File: src/rtl/att_serial_receiver_pkg.sv
// rtl/att_serial_receiver_pkg.sv - shared constants, state and error encodings for the attenuator link receiver
package att_serial_pkg;

  localparam int ATT_WIDTH  = 5;
  localparam int FRAME_BITS = ATT_WIDTH + 1;

  typedef enum logic [1:0] {
    IDLE     = 2'd0,
    SHIFT    = 2'd1,
    OVERFLOW = 2'd2
  } rx_state_e;

  localparam logic [1:0] ERR_NONE    = 2'd0;
  localparam logic [1:0] ERR_COUNT   = 2'd1;
  localparam logic [1:0] ERR_PAD     = 2'd2;
  localparam logic [1:0] ERR_BOTH_LE = 2'd3;

  // Rejection cause with collision outranking length, and length outranking pad.
  function automatic logic [1:0] err_select(input logic both_le, input logic count_bad,
                                            input logic pad_bad);
    if (both_le) return ERR_BOTH_LE;
    if (count_bad) return ERR_COUNT;
    if (pad_bad) return ERR_PAD;
    return ERR_NONE;
  endfunction

endpackage

File: src/rtl/att_serial_receiver_if.sv
// rtl/att_serial_receiver_if.sv - serial link pins and latched register outputs of the receiver
interface att_serial_if;
  import att_serial_pkg::*;

  logic                 ser_clk;
  logic                 ser_data;
  logic                 ser_le;
  logic                 ser_le_2;
  logic [ATT_WIDTH-1:0] att;
  logic [ATT_WIDTH-1:0] att_2;
  logic                 att_valid;
  logic                 att_2_valid;
  logic                 frame_error;
  logic [1:0]           err_code;

  // Link driver side: drives the pins, observes the latched values.
  modport master (
    output ser_clk, ser_data, ser_le, ser_le_2,
    input  att, att_2, att_valid, att_2_valid, frame_error, err_code
  );

  // Receiver side.
  modport slave (
    input  ser_clk, ser_data, ser_le, ser_le_2,
    output att, att_2, att_valid, att_2_valid, frame_error, err_code
  );
endinterface

File: src/rtl/att_serial_receiver_sync_edge_det.sv
// rtl/att_serial_receiver_sync_edge_det.sv - synchroniser, history flop and armed rising-edge detector for one link pin
module sync_edge_det #(
  parameter int SYNC_STAGES = 2
) (
  input  logic clk,
  input  logic reset,
  input  logic async_in,
  output logic sync_out,
  output logic rise
);

  localparam logic [2:0] ARM_DONE = 3'(SYNC_STAGES + 1);

  logic [SYNC_STAGES-1:0] sync_q;
  logic                   hist_q;
  logic                   rise_q;
  logic [2:0]             arm_q;
  logic                   armed;

  assign armed = (arm_q == ARM_DONE);

  // Synchronise the pin, keep one cycle of history, and register the edge so the
  // level output (history) and the edge pulse refer to the same sample.
  always_ff @(posedge clk) begin
    if (reset) begin
      sync_q <= '0;
      hist_q <= 1'b0;
      rise_q <= 1'b0;
      arm_q  <= 3'd0;
    end else begin
      sync_q <= {sync_q[SYNC_STAGES-2:0], async_in};
      hist_q <= sync_q[SYNC_STAGES-1];
      rise_q <= armed & sync_q[SYNC_STAGES-1] & ~hist_q;
      if (!armed) begin
        arm_q <= arm_q + 3'd1;
      end
    end
  end

  assign sync_out = hist_q;
  assign rise     = rise_q;

endmodule

File: src/rtl/att_serial_receiver.sv
// rtl/att_serial_receiver.sv - oversampling deserialiser for the two-channel attenuator serial link
module att_serial_receiver
  import att_serial_pkg::*;
#(
  parameter int SYNC_STAGES    = 2,
  parameter int TIMEOUT_CYCLES = 1023
) (
  input  logic         clk,
  input  logic         reset,
  att_serial_if.slave  bus
);

  localparam int CNT_W  = $clog2(FRAME_BITS + 2);
  localparam int IDLE_W = $clog2(TIMEOUT_CYCLES + 1);

  logic clk_rise;
  logic data_s;
  logic le_s, le_rise;
  logic le2_s, le2_rise;
  logic unused_clk_level;
  logic unused_data_rise;

  rx_state_e             state_q, state_d;
  logic [CNT_W-1:0]      count_q, count_d;
  logic [FRAME_BITS-1:0] shift_q, shift_d;
  logic [IDLE_W-1:0]     idle_q, idle_d;
  logic [ATT_WIDTH-1:0]  att_q, att_d;
  logic [ATT_WIDTH-1:0]  att2_q, att2_d;
  logic                  att_valid_q, att_valid_d;
  logic                  att2_valid_q, att2_valid_d;
  logic                  ferr_q, ferr_d;
  logic [1:0]            err_q, err_d;

  logic                  le_any;
  logic                  le_level;
  logic [1:0]            err_sel;

  sync_edge_det #(.SYNC_STAGES(SYNC_STAGES)) u_sync_clk (
    .clk(clk), .reset(reset), .async_in(bus.ser_clk), .sync_out(unused_clk_level), .rise(clk_rise)
  );
  sync_edge_det #(.SYNC_STAGES(SYNC_STAGES)) u_sync_data (
    .clk(clk), .reset(reset), .async_in(bus.ser_data), .sync_out(data_s), .rise(unused_data_rise)
  );
  sync_edge_det #(.SYNC_STAGES(SYNC_STAGES)) u_sync_le (
    .clk(clk), .reset(reset), .async_in(bus.ser_le), .sync_out(le_s), .rise(le_rise)
  );
  sync_edge_det #(.SYNC_STAGES(SYNC_STAGES)) u_sync_le2 (
    .clk(clk), .reset(reset), .async_in(bus.ser_le_2), .sync_out(le2_s), .rise(le2_rise)
  );

  assign le_any   = le_rise | le2_rise;
  assign le_level = le_s | le2_s;
  assign err_sel  = err_select(le_rise & le2_rise,
                               count_q != CNT_W'(FRAME_BITS),
                               shift_q[0]);

  // Register the frame state, the latched values and the one-cycle strobes.
  always_ff @(posedge clk) begin
    if (reset) begin
      state_q      <= IDLE;
      count_q      <= '0;
      shift_q      <= '0;
      idle_q       <= '0;
      att_q        <= '0;
      att2_q       <= '0;
      att_valid_q  <= 1'b0;
      att2_valid_q <= 1'b0;
      ferr_q       <= 1'b0;
      err_q        <= ERR_NONE;
    end else begin
      state_q      <= state_d;
      count_q      <= count_d;
      shift_q      <= shift_d;
      idle_q       <= idle_d;
      att_q        <= att_d;
      att2_q       <= att2_d;
      att_valid_q  <= att_valid_d;
      att2_valid_q <= att2_valid_d;
      ferr_q       <= ferr_d;
      err_q        <= err_d;
    end
  end

  // Latch events win over a coincident ser_clk edge and are judged on the pre-shift
  // frame; otherwise shift bits in, and abandon a stalled partial frame on timeout.
  always_comb begin
    state_d      = state_q;
    count_d      = count_q;
    shift_d      = shift_q;
    idle_d       = idle_q;
    att_d        = att_q;
    att2_d       = att2_q;
    att_valid_d  = 1'b0;
    att2_valid_d = 1'b0;
    ferr_d       = 1'b0;
    err_d        = err_q;

    if (le_any) begin
      idle_d  = '0;
      count_d = '0;
      state_d = IDLE;
      if (err_sel != ERR_NONE) begin
        ferr_d = 1'b1;
        err_d  = err_sel;
      end else if (le_rise) begin
        att_d       = shift_q[FRAME_BITS-1:1];
        att_valid_d = 1'b1;
      end else begin
        att2_d       = shift_q[FRAME_BITS-1:1];
        att2_valid_d = 1'b1;
      end
    end else if (clk_rise) begin
      idle_d = '0;
      if (!le_level) begin
        case (state_q)
          IDLE: begin
            shift_d = {shift_q[FRAME_BITS-2:0], data_s};
            count_d = CNT_W'(1);
            state_d = SHIFT;
          end
          SHIFT: begin
            if (count_q == CNT_W'(FRAME_BITS)) begin
              count_d = CNT_W'(FRAME_BITS + 1);
              state_d = OVERFLOW;
            end else begin
              shift_d = {shift_q[FRAME_BITS-2:0], data_s};
              count_d = count_q + 1'b1;
            end
          end
          OVERFLOW: begin
            state_d = OVERFLOW;
          end
          default: begin
            state_d = IDLE;
            count_d = '0;
          end
        endcase
      end
    end else if (state_q != IDLE) begin
      if (idle_q == IDLE_W'(TIMEOUT_CYCLES - 1)) begin
        idle_d  = '0;
        count_d = '0;
        state_d = IDLE;
      end else begin
        idle_d = idle_q + 1'b1;
      end
    end
  end

  assign bus.att         = att_q;
  assign bus.att_2       = att2_q;
  assign bus.att_valid   = att_valid_q;
  assign bus.att_2_valid = att2_valid_q;
  assign bus.frame_error = ferr_q;
  assign bus.err_code    = err_q;

endmodule

File: src/flat_wrapper.sv
// flat-port wrapper written by rule: the top's interface ports become plain ports
module att_serial_receiver_flat import att_serial_pkg::*;
#(
  parameter int SYNC_STAGES    = 2,
  parameter int TIMEOUT_CYCLES = 1023
)
  (clk, reset, bus_ser_clk, bus_ser_data, bus_ser_le, bus_ser_le_2, bus_att, bus_att_2, bus_att_valid, bus_att_2_valid, bus_frame_error, bus_err_code);
  att_serial_if bus_i ();
  input  logic clk;
  input  logic reset;
  input wire logic [$bits(bus_i.ser_clk)-1:0] bus_ser_clk;
  input wire logic [$bits(bus_i.ser_data)-1:0] bus_ser_data;
  input wire logic [$bits(bus_i.ser_le)-1:0] bus_ser_le;
  input wire logic [$bits(bus_i.ser_le_2)-1:0] bus_ser_le_2;
  output wire logic [$bits(bus_i.att)-1:0] bus_att;
  output wire logic [$bits(bus_i.att_2)-1:0] bus_att_2;
  output wire logic [$bits(bus_i.att_valid)-1:0] bus_att_valid;
  output wire logic [$bits(bus_i.att_2_valid)-1:0] bus_att_2_valid;
  output wire logic [$bits(bus_i.frame_error)-1:0] bus_frame_error;
  output wire logic [$bits(bus_i.err_code)-1:0] bus_err_code;
  assign bus_i.ser_clk = bus_ser_clk;
  assign bus_i.ser_data = bus_ser_data;
  assign bus_i.ser_le = bus_ser_le;
  assign bus_i.ser_le_2 = bus_ser_le_2;
  assign bus_att = bus_i.att;
  assign bus_att_2 = bus_i.att_2;
  assign bus_att_valid = bus_i.att_valid;
  assign bus_att_2_valid = bus_i.att_2_valid;
  assign bus_frame_error = bus_i.frame_error;
  assign bus_err_code = bus_i.err_code;
  att_serial_receiver #(.SYNC_STAGES(SYNC_STAGES), .TIMEOUT_CYCLES(TIMEOUT_CYCLES)) u_core (.clk(clk), .reset(reset), .bus(bus_i));
endmodule
File: config.mk
export PLATFORM = sky130hd
export DESIGN_NAME = att_serial_receiver_flat
export DESIGN_NICKNAME = d
export VERILOG_FILES = /design/src/rtl/att_serial_receiver_pkg.sv /design/src/rtl/att_serial_receiver_if.sv /design/src/rtl/att_serial_receiver_sync_edge_det.sv /design/src/rtl/att_serial_receiver.sv /design/src/flat_wrapper.sv
export SDC_FILE = /design/constraint.sdc
export NUM_CORES = 1
export LEC_CHECK = 0
export CORE_MARGIN = 2
export CORE_UTILIZATION = 51
export DETAILED_ROUTE_END_ITERATION = 10
export GPL_ROUTABILITY_DRIVEN = 0
export PLACE_DENSITY = 0.75
export SLEW_MARGIN = 15
export SYNTH_ARGS = -nofsm -noshare
export SYNTH_HDL_FRONTEND = slang
export SYNTH_SLANG_ARGS = --single-unit
export TNS_END_PERCENT = 100
File: constraint.sdc
create_clock -name clk -period 1.74 [get_ports clk]
set_clock_uncertainty 0.1 [all_clocks]
set_input_delay 0.522 -clock clk [delete_from_list [all_inputs] [get_ports clk]]
set_output_delay 0.522 -clock clk [all_outputs]
set_load 0.02 [all_outputs]
==> flow_summary.json, run 1 <==
{
  "drv_slew": 0,
  "coreArea_um2": 4660,
  "dp_hpwl_um": 2690,
  "critPathLaunchType": "register",
  "netlist_instances": 243,
  "row_count": 25,
  "synth_area_um2": 2450,
  "grtUsageTotal": 0.173,
  "htree_num_levels": 3,
  "worstMarginPinSlew_ns": 0.412,
  "setup_violations": 0,
  "cp_max_fo": 10,
  "ys_top_cells_by_area": "dfxtp_1 (49%), mux2i_1 (7.8%), ha_1 (7.2%), nor2_1 (6.0%), xor2_1 (3.9%)",
  "fin_crit_sh": 0.957,
  "die_w_um": 73.3,
  "cp.arrival_ns": 1.83,
  "clk_latency_ns": 0.33,
  "cts_sinks": 60,
  "cp.required_ns": 1.91,
  "cts_hold_buf": 0,
  "grt_overflow": 0,
  "tns_ns": 0,
  "wl_per_cell_um": 12.3,
  "path_class": "register to register",
  "die-area_um2": 5370,
  "fmax_mhz": 600,
  "holdCritPathClass": "register to register",
  "cp_slowest_stage_delay_ns": 0.42,
  "vias": 1692,
  "yosysMostFrequentCell": "dfxtp_1",
  "clock_path_buffers": 2,
  "ys_seq_elements": 60,
  "drt-initial-drc-count": 75,
  "synth-edff-count": 0,
  "maxCapViolations": 0,
  "synth_flop_cell": "dfxtp_1",
  "rsz0062_at_grt": "yes",
  "synth_fp_nets": 263,
  "synthDistinctLibCells": 39,
  "synthArstFlopShare": 0,
  "synthTopCellsByCount": "dfxtp_1 (60), nor2_1 (39), mux2i_1 (19)",
  "ios": 21,
  "dr.pass1.iters": 4,
  "peakVddDrop_uv": 788,
  "final_cells": 332,
  "hold_viol_final": 0,
  "max-slew-margin-rel": 0.725,
  "critPathTopFamily": "simple AND/OR/NAND/NOR gates",
  "wirelength_um": 4080,
  "seq_area_frac_synth": 0.491,
  "drtAntennaViolNets": 0,
  "crit_path_cell_trace": "inv_2 > ha_4 > and3b_1 > and3_1 > a311o_2 > nor2_1",
  "grt_pass1_wl_um": 7020,
  "crit_path_top_delay_cell": "a311o_2",
  "place_inst": 316,
  "avgSynthCellArea_um2": 10.1,
  "drive_gt1_frac": 0.147,
  "leakagePower_nw": 1.27,
  "cts_tree": "done",
  "clkSlewWorstSetupHoldPaths_ns": 0.07,
  "status": "finished, final reports clean",
  "numPortBuffers": 20,
  "cp-end-kind": "register",
  "grt_max_degree": 43,
  "syn_to_final_growth_pct": 22.3,
  "yosysTopAreaCell": "dfxtp_1",
  "grt_pass1_vias": 1598,
  "drcViolationCount": 0,
  "yosys.area.top_type_share": 0.491,
  "power_density_nw_per_um2": 1050,
  "nNetsFinal": 293,
  "root_buffer": "clkbuf_8",
  "initial_core_util": 0.525,
  "dieHeight_um": 73.3,
  "cts_buffers": 9,
  "ys.warnings.count": 0,
  "post-route-min-period_ns": 1.67,
  "antenna_found_initial": 0,
  "cts_setup_buffers": 0,
  "path_buf_inv": 1,
  "n_antenna_cell": 0,
  "viasPerCell": 5.10
}
## power by group
group | total, mW | switching [mW] | internal, mW
clock network | 1.50 | 0.542 | 0.954
registers | 1.46 | 0.0289 | 1.43
logic | 0.179 | 0.0920 | 0.0872
## final cells by class
cell class / instances / area, µm²
Clock buffer: 10 / 128
Clock inverter: 6 / 111
Fill cell: 377 / 1670
Inverter: 8 / 30.0
Multi-Input combinational cell: 164 / 1190
Sequential cell: 60 / 1200
Tap cell: 54 / 67.6
Timing Repair Buffer: 30 / 264
## final timing paths
check / start / cells past startpoint / endpoint / slack (ns)
worst min-delay path: u_core.u_sync_le2.sync_q[0] / 1 / u_core.u_sync_le2.sync_q[1] / 0.34
worst max-delay path: u_core.state_q[0] / 6 / u_core.idle_q[0] / 0.07
worst min register to register: u_core.u_sync_le2.sync_q[0] / 1 / u_core.u_sync_le2.sync_q[1] / 0.34
worst max register to register: u_core.state_q[0] / 6 / u_core.idle_q[0] / 0.07
## layout by cell type, fill, tap and decap left out, types with 3 or more instances in the layout
master / n
and3b_1: 5
nor2b_1: 14
inv_1: 6
xor2_1: 11
clkdlybuf4s50_1: 5
buf_4: 8
dfxtp_1: 58
a21oi_1: 12
nand3_1: 9
clkbuf_8: 9
nor2_1: 39
mux2i_1: 19
nand2_1: 8
dlygate4sd2_1: 15
ha_1: 12
bufinv_16: 3
nand4_1: 4
## metal layers
layer | part of all wire | track usage
met1 | 0.46 | 0.200
met2 | 0.49 | 0.287
met3 | 0.042 | 0.0700
met4 | 0.0088 | 0.0617
met5 | 0 | 0
## per-stage QoR
step | setup WS [ns] | utilization | hold slack (ns) | cell area [µm²] | power (mW)
2_1_floorplan | 0.0107 | - | 0.314 | 2460 | 1.63
3_3_place_gp | -0.256 | 0.587 | 0.315 | 2740 | 1.66
3_5_place_dp | -0.288 | 0.587 | 0.322 | 2740 | 1.67
4_1_cts | 0.0636 | 0.637 | 0.344 | 2970 | 3.18
5_1_grt | -0.0161 | 0.642 | 0.368 | 2990 | 3.28
6_report | 0.0745 | 0.642 | 0.341 | 2990 | 3.13
## state kept, by name, summed over array words and instances, names as in the netlist, 3 cells and up
signal and count:
u_core.idle_q 10, u_core.bus.att_2 5, u_core.count_q 3, u_core.u_sync_clk.arm_q 3, u_core.bus.att 5, u_core.u_sync_le2.arm_q 3, u_core.u_sync_le.arm_q 3, u_core.shift_q 6
## timing repair
action                                  4_1_cts  5_1_grt
endpoints found under the setup margin       25       13
pin swaps                                     0        3
resized for setup                            17        7
## cell families after synthesis
family,Yosys count,synth area share
compound gates,23,0.0588
xor+xnor,12,0.0429
fa+ha+maj,14,0.0716
buf+inv,19,0.0394
flops,60,0.491
mux,19,0.0777
simple gates,96,0.219
Note: power is estimated with default switching activity, not from simulation.
==> run 2: changes to the inputs <==
PLACE_DENSITY = 0.72   (was 0.75)
clock period = 1.8 ns   (was 1.74 ns; I/O delays follow)
==> run 2 against run 1 <==
  * Final cell count unchanged
  * Combinational power about the same
  * Register-to-register slack improved by 0.04 ns
  * Die area unchanged
  * Flip-flop and latch count unchanged
  * Via count increased by 1.7%
  * Critical path depth decreased by 2
  * Sequential share of layout area increased by 0.25 points
  * Sequential power decreased by 3%
  * Cell area decreased by 0.71%
  * Critical endpoint is now u_core.idle_q[9]
  * Largest power group unchanged
  * Worst setup slack improved by 0.0069 ns
  * Clock power about the same
==> flow_summary.json, run 2 (synthesis results as in run 1) <==
{
  "status": "finished, final reports clean",
  "drt-initial-drc-count": 81,
  "cp.required_ns": 1.97,
  "grt_pass1_vias": 1593,
  "htree_num_levels": 3,
  "post-route-min-period_ns": 1.72,
  "fin_crit_sh": 0.955,
  "setup_violations": 0,
  "cts_setup_buffers": 0,
  "vias": 1721,
  "dp_hpwl_um": 2670,
  "cp_slowest_stage_delay_ns": 0.45,
  "antenna_found_initial": 0,
  "die-area_um2": 5370,
  "final_cells": 332,
  "maxCapViolations": 0,
  "rsz0062_at_grt": "no",
  "grt_overflow": 0,
  "viasPerCell": 5.18,
  "fin_util": 0.638,
  "max-slew-margin-rel": 0.685,
  "grt_pass1_wl_um": 7200,
  "cts_buffers": 9,
  "regMostFlops": "u_core.idle_q",
  "path_buf_inv": 1,
  "clock_path_buffers": 2,
  "layout_commonest_cell": "dfxtp_1",
  "wirelength_um": 4140,
  "worstMarginPinSlew_ns": 0.471,
  "hold_viol_final": 0,
  "nFillCells": 376,
  "drcViolationCount": 0,
  "multi_input_comb_area_um2": 1160,
  "nNetsFinal": 293,
  "dr.pass1.iters": 4,
  "drv_slew": 0,
  "largest_reg_flops": 10,
  "holdCritPathClass": "register to register",
  "drtAntennaViolNets": 0,
  "critPathTopFamily": "simple AND/OR/NAND/NOR gates",
  "cts_hold_buf": 0,
  "power_density_nw_per_um2": 1040,
  "leakagePower_nw": 1.27,
  "root_buffer": "clkbuf_8",
  "n_antenna_cell": 0,
  "dieHeight_um": 73.3,
  "clkSlewWorstSetupHoldPaths_ns": 0.06,
  "coreArea_um2": 4660,
  "ios": 21,
  "clk_latency_ns": 0.33,
  "drive_gt1_frac": 0.133,
  "cp-end-kind": "register",
  "cts_tree": "done",
  "path_class": "input pin to register",
  "critPathLaunchType": "input pin",
  "reg_top3": "u_core.idle_q (10), u_core.shift_q (6)",
  "cts_sinks": 60,
  "place_inst": 316,
  "row_count": 25,
  "area.sequential_um2": 1200,
  "numPortBuffers": 20,
  "die_w_um": 73.3,
  "crit_path_cell_trace": "clkdlybuf4s50_1 > or3_1 > a311o_2 > nor2_1",
  "cp_max_fo": 10,
  "wl_per_cell_um": 12.5,
  "syn_to_final_growth_pct": 21.4,
  "crit_path_top_delay_cell": "clkdlybuf4s50_1",
  "grtUsageTotal": 0.181,
  "peakVddDrop_uv": 772,
  "initial_core_util": 0.525,
  "grt_max_degree": 43,
  "fmax_mhz": 582,
  "layout_common_cells": "dfxtp_1 (59), nor2_1 (39), mux2i_1 (19)",
  "cp.arrival_ns": 1.89
}
## run 2: cell types whose count changed in the layout (fill, tap and decap cells not counted), sizes merged
cell and delta:
clkbuf +2, inv -1, clkinvlp -1
## run 2: layer usage
layer,up-vias,routed length [µm],GRT usage
met5,-,0,0
met4,0,117,0.117
met3,13,160,0.0508
met2,32,1890,0.269
met1,798,1970,0.228
li1,878,-,-
## run 2: power by group
group | internal (mW) | switching, mW
clock | 0.994 | 0.507
combinational | 0.0851 | 0.0937
sequential | 1.38 | 0.0274
## run 2: final timing paths
path / to / slack (ns) / from / cells after the start
min reg2reg: u_core.u_sync_le2.sync_q[1] / 0.34 / u_core.u_sync_le2.sync_q[0] / 1
max reg2reg: u_core.idle_q[9] / 0.11 / u_core.state_q[1] / 6
max: u_core.idle_q[9] / 0.08 / reset / 4
min: u_core.u_sync_le2.sync_q[1] / 0.34 / u_core.u_sync_le2.sync_q[0] / 1
## run 2: timing repair
| item | in CTS | in global routing |
|---|---|---|
| resized for setup | 15 | 3 |
| endpoints found under the setup margin | 15 | 17 |
| pin swaps | 0 | 2 |
## run 2: worst reg2reg max path, delay by kind of cell, from the launching register on
kind / cells / cell delay, ns
buffers and inverters: 1 / 0.08
adders and majority gates: 1 / 0.19
AOI/OAI and AO/OA: 1 / 0.41
and+or+nand+nor: 3 / 0.52
DFF: 1 / 0.33
## run 2: per-stage QoR
step / setup slack [ns] / hold slack (ns) / setup TNS (ns) / total power, mW / cell area (µm²)
2_1_floorplan: 0.0482 / 0.314 / 0 / 1.57 / 2450
3_3_place_gp: -0.263 / 0.318 / -2.99 / 1.60 / 2730
3_5_place_dp: -0.285 / 0.322 / -3.17 / 1.62 / 2730
4_1_cts: 0.0115 / 0.338 / 0 / 3.12 / 2960
5_1_grt: 0.0158 / 0.359 / 0 / 3.21 / 2970
6_report: 0.0814 / 0.335 / 0 / 3.09 / 2970
## run 2: layout make-up
cell class / count / area share
clock inverters: 4 / 0.0320
inverters: 8 / 0.0101
well taps: 54 / 0.0227
multi-input cells: 164 / 0.392
clock buffers: 12 / 0.0522
flip-flops and latches: 60 / 0.405
repair buffers: 30 / 0.0863
==> run 3: changes to the inputs <==
CORE_MARGIN = 1.5   (was 2)
CTS_BUF_LIST = sky130_fd_sc_hd__clkbuf_8 sky130_fd_sc_hd__clkbuf_16   (was not set)
==> run 3 against run 2 <==
  * Combinational power fell by 3%
  * Critical path type unchanged
  * Count of clock-buffer cells in the layout fell by 3
  * Non-clock buffer count rose by 1
==> flow_summary.json, run 3 (synthesis results as in run 1) <==
{
  "cp.required_ns": 1.96,
  "grt_pass1_wl_um": 7040,
  "fin_crit_sh": 0.956,
  "critPathLaunchType": "input pin",
  "row_count": 25,
  "layout_common_cells": "dfxtp_1 (58), nor2_1 (39), mux2i_1 (19)",
  "holdCritPathClass": "register to register",
  "layout_commonest_cell": "dfxtp_1",
  "htree_num_levels": 3,
  "antenna_found_initial": 0,
  "die_w_um": 72.3,
  "die-area_um2": 5220,
  "path_class": "input pin to register",
  "numPortBuffers": 20,
  "tns_ns": 0,
  "cts_buffers": 9,
  "grtUsageTotal": 0.176,
  "maxCapViolations": 0,
  "status": "finished, final reports clean",
  "clkSlewWorstSetupHoldPaths_ns": 0.07,
  "dieHeight_um": 72.3,
  "drv_slew": 0,
  "n_antenna_cell": 0,
  "power_density_nw_per_um2": 919,
  "initial_core_util": 0.525,
  "cts_hold_buf": 0,
  "dp_hpwl_um": 2710,
  "grt_overflow": 0,
  "peakVddDrop_uv": 669,
  "ios": 21,
  "cts_setup_buffers": 0,
  "drtAntennaViolNets": 0,
  "grt_pass1_vias": 1579,
  "vias": 1703,
  "worstMarginPinSlew_ns": 0.474,
  "fmax_mhz": 581,
  "rr_endpoint": "u_core.state_q[0]",
  "clock_path_buffers": 2,
  "cp_max_fo": 10,
  "hold_viol_final": 0,
  "crit_start": "reset",
  "syn_to_final_growth_pct": 19.1,
  "viasPerCell": 5.11,
  "wirelength_um": 4020,
  "max-slew-margin-rel": 0.683,
  "cp-end-kind": "register",
  "rsz0062_at_grt": "yes",
  "coreArea_um2": 4660,
  "drt-initial-drc-count": 81,
  "setup_violations": 0,
  "grt_max_degree": 43,
  "leakagePower_nw": 1.26,
  "finalPower_mw": 2.68,
  "cts_sinks": 60,
  "root_buffer": "clkbuf_8",
  "ff2ff_setup_slack_ns": 0.14,
  "post-route-min-period_ns": 1.72,
  "reg2reg_depth": 7,
  "largest_reg_flops": 10,
  "drcViolationCount": 0,
  "nNetsFinal": 294,
  "cp.arrival_ns": 1.89,
  "crit_end": "u_core.idle_q[6]",
  "cts_tree": "done",
  "regMostFlops": "u_core.idle_q",
  "wl_per_cell_um": 12.1,
  "clk_latency_ns": 0.32,
  "regToRegStartpoint": "u_core.state_q[0]",
  "drive_gt1_frac": 0.129,
  "dr.pass1.iters": 4,
  "reg_top3": "u_core.idle_q (10), u_core.shift_q (6)"
}
==> run 3: per-layer routing <==
layer / global-route usage / vias up / wire (µm)
li1: - / 877 / -
met1: 0.230 / 798 / 2020
met5: 0 / - / 0
met3: 0.0569 / 4 / 152
met4: 0.0818 / 0 / 56
met2: 0.264 / 24 / 1790
==> run 3: per-stage QoR <==
step | cells | setup WS, ns | util | hold slack [ns] | area (µm²)
final | 333 | 0.0786 | 0.625 | 0.336 | 2910
after global routing | 333 | -0.00559 | 0.625 | 0.354 | 2910
after CTS | 333 | 0.0245 | 0.621 | 0.340 | 2890
after detailed placement | 317 | -0.283 | 0.587 | 0.325 | 2730
after global placement | 317 | -0.263 | 0.587 | 0.317 | 2730
after floorplan | 243 | 0.0482 | - | 0.314 | 2450
==> run 3: worst min path at each step <==
stage,from,to,slack [ns],cells past startpoint
floorplan,u_core.u_sync_clk.sync_q[0],u_core.u_sync_clk.sync_q[1],0.31,1
global placement,u_core.u_sync_data.sync_q[0],u_core.u_sync_data.sync_q[1],0.32,1
detailed placement,u_core.u_sync_le2.sync_q[0],u_core.u_sync_le2.sync_q[1],0.32,1
CTS,u_core.u_sync_le2.sync_q[0],u_core.u_sync_le2.sync_q[1],0.34,1
global route,u_core.u_sync_le2.sync_q[0],u_core.u_sync_le2.sync_q[1],0.35,1
finish,u_core.u_sync_le2.sync_q[0],u_core.u_sync_le2.sync_q[1],0.34,1
==> run 3: area by class of cell <==
class | instances | area (µm²)
fill | 401 | 1750
multi-input combinational | 164 | 1170
timing repair buffer | 31 | 264
tap | 54 | 67.6
clock inverter | 7 | 53.8
inverter | 8 | 30.0
sequential | 60 | 1200
clock buffer | 9 | 124
==> run 3: critical path, cell delays in order <==
cell and delay [ns]:
clkdlybuf4s50_1 0.44, or3_1 0.34, a311o_2 0.43, nor2_1 0.13
==> run 3: what timing repair did <==
| action | in CTS | in global routing |
|---|---|---|
| gates cloned | 0 | 0 |
| pin swaps | 0 | 2 |
| endpoints found under the setup margin | 15 | 19 |
| gates resized for setup | 15 | 5 |
==> run 3: report_power, final <==
group	total, mW	internal [mW]	switching (mW)
Sequential	1.41	1.38	0.0272
Combinational	0.174	0.0843	0.0895
Clock	1.09	0.612	0.481
Total	2.68	2.08	0.598
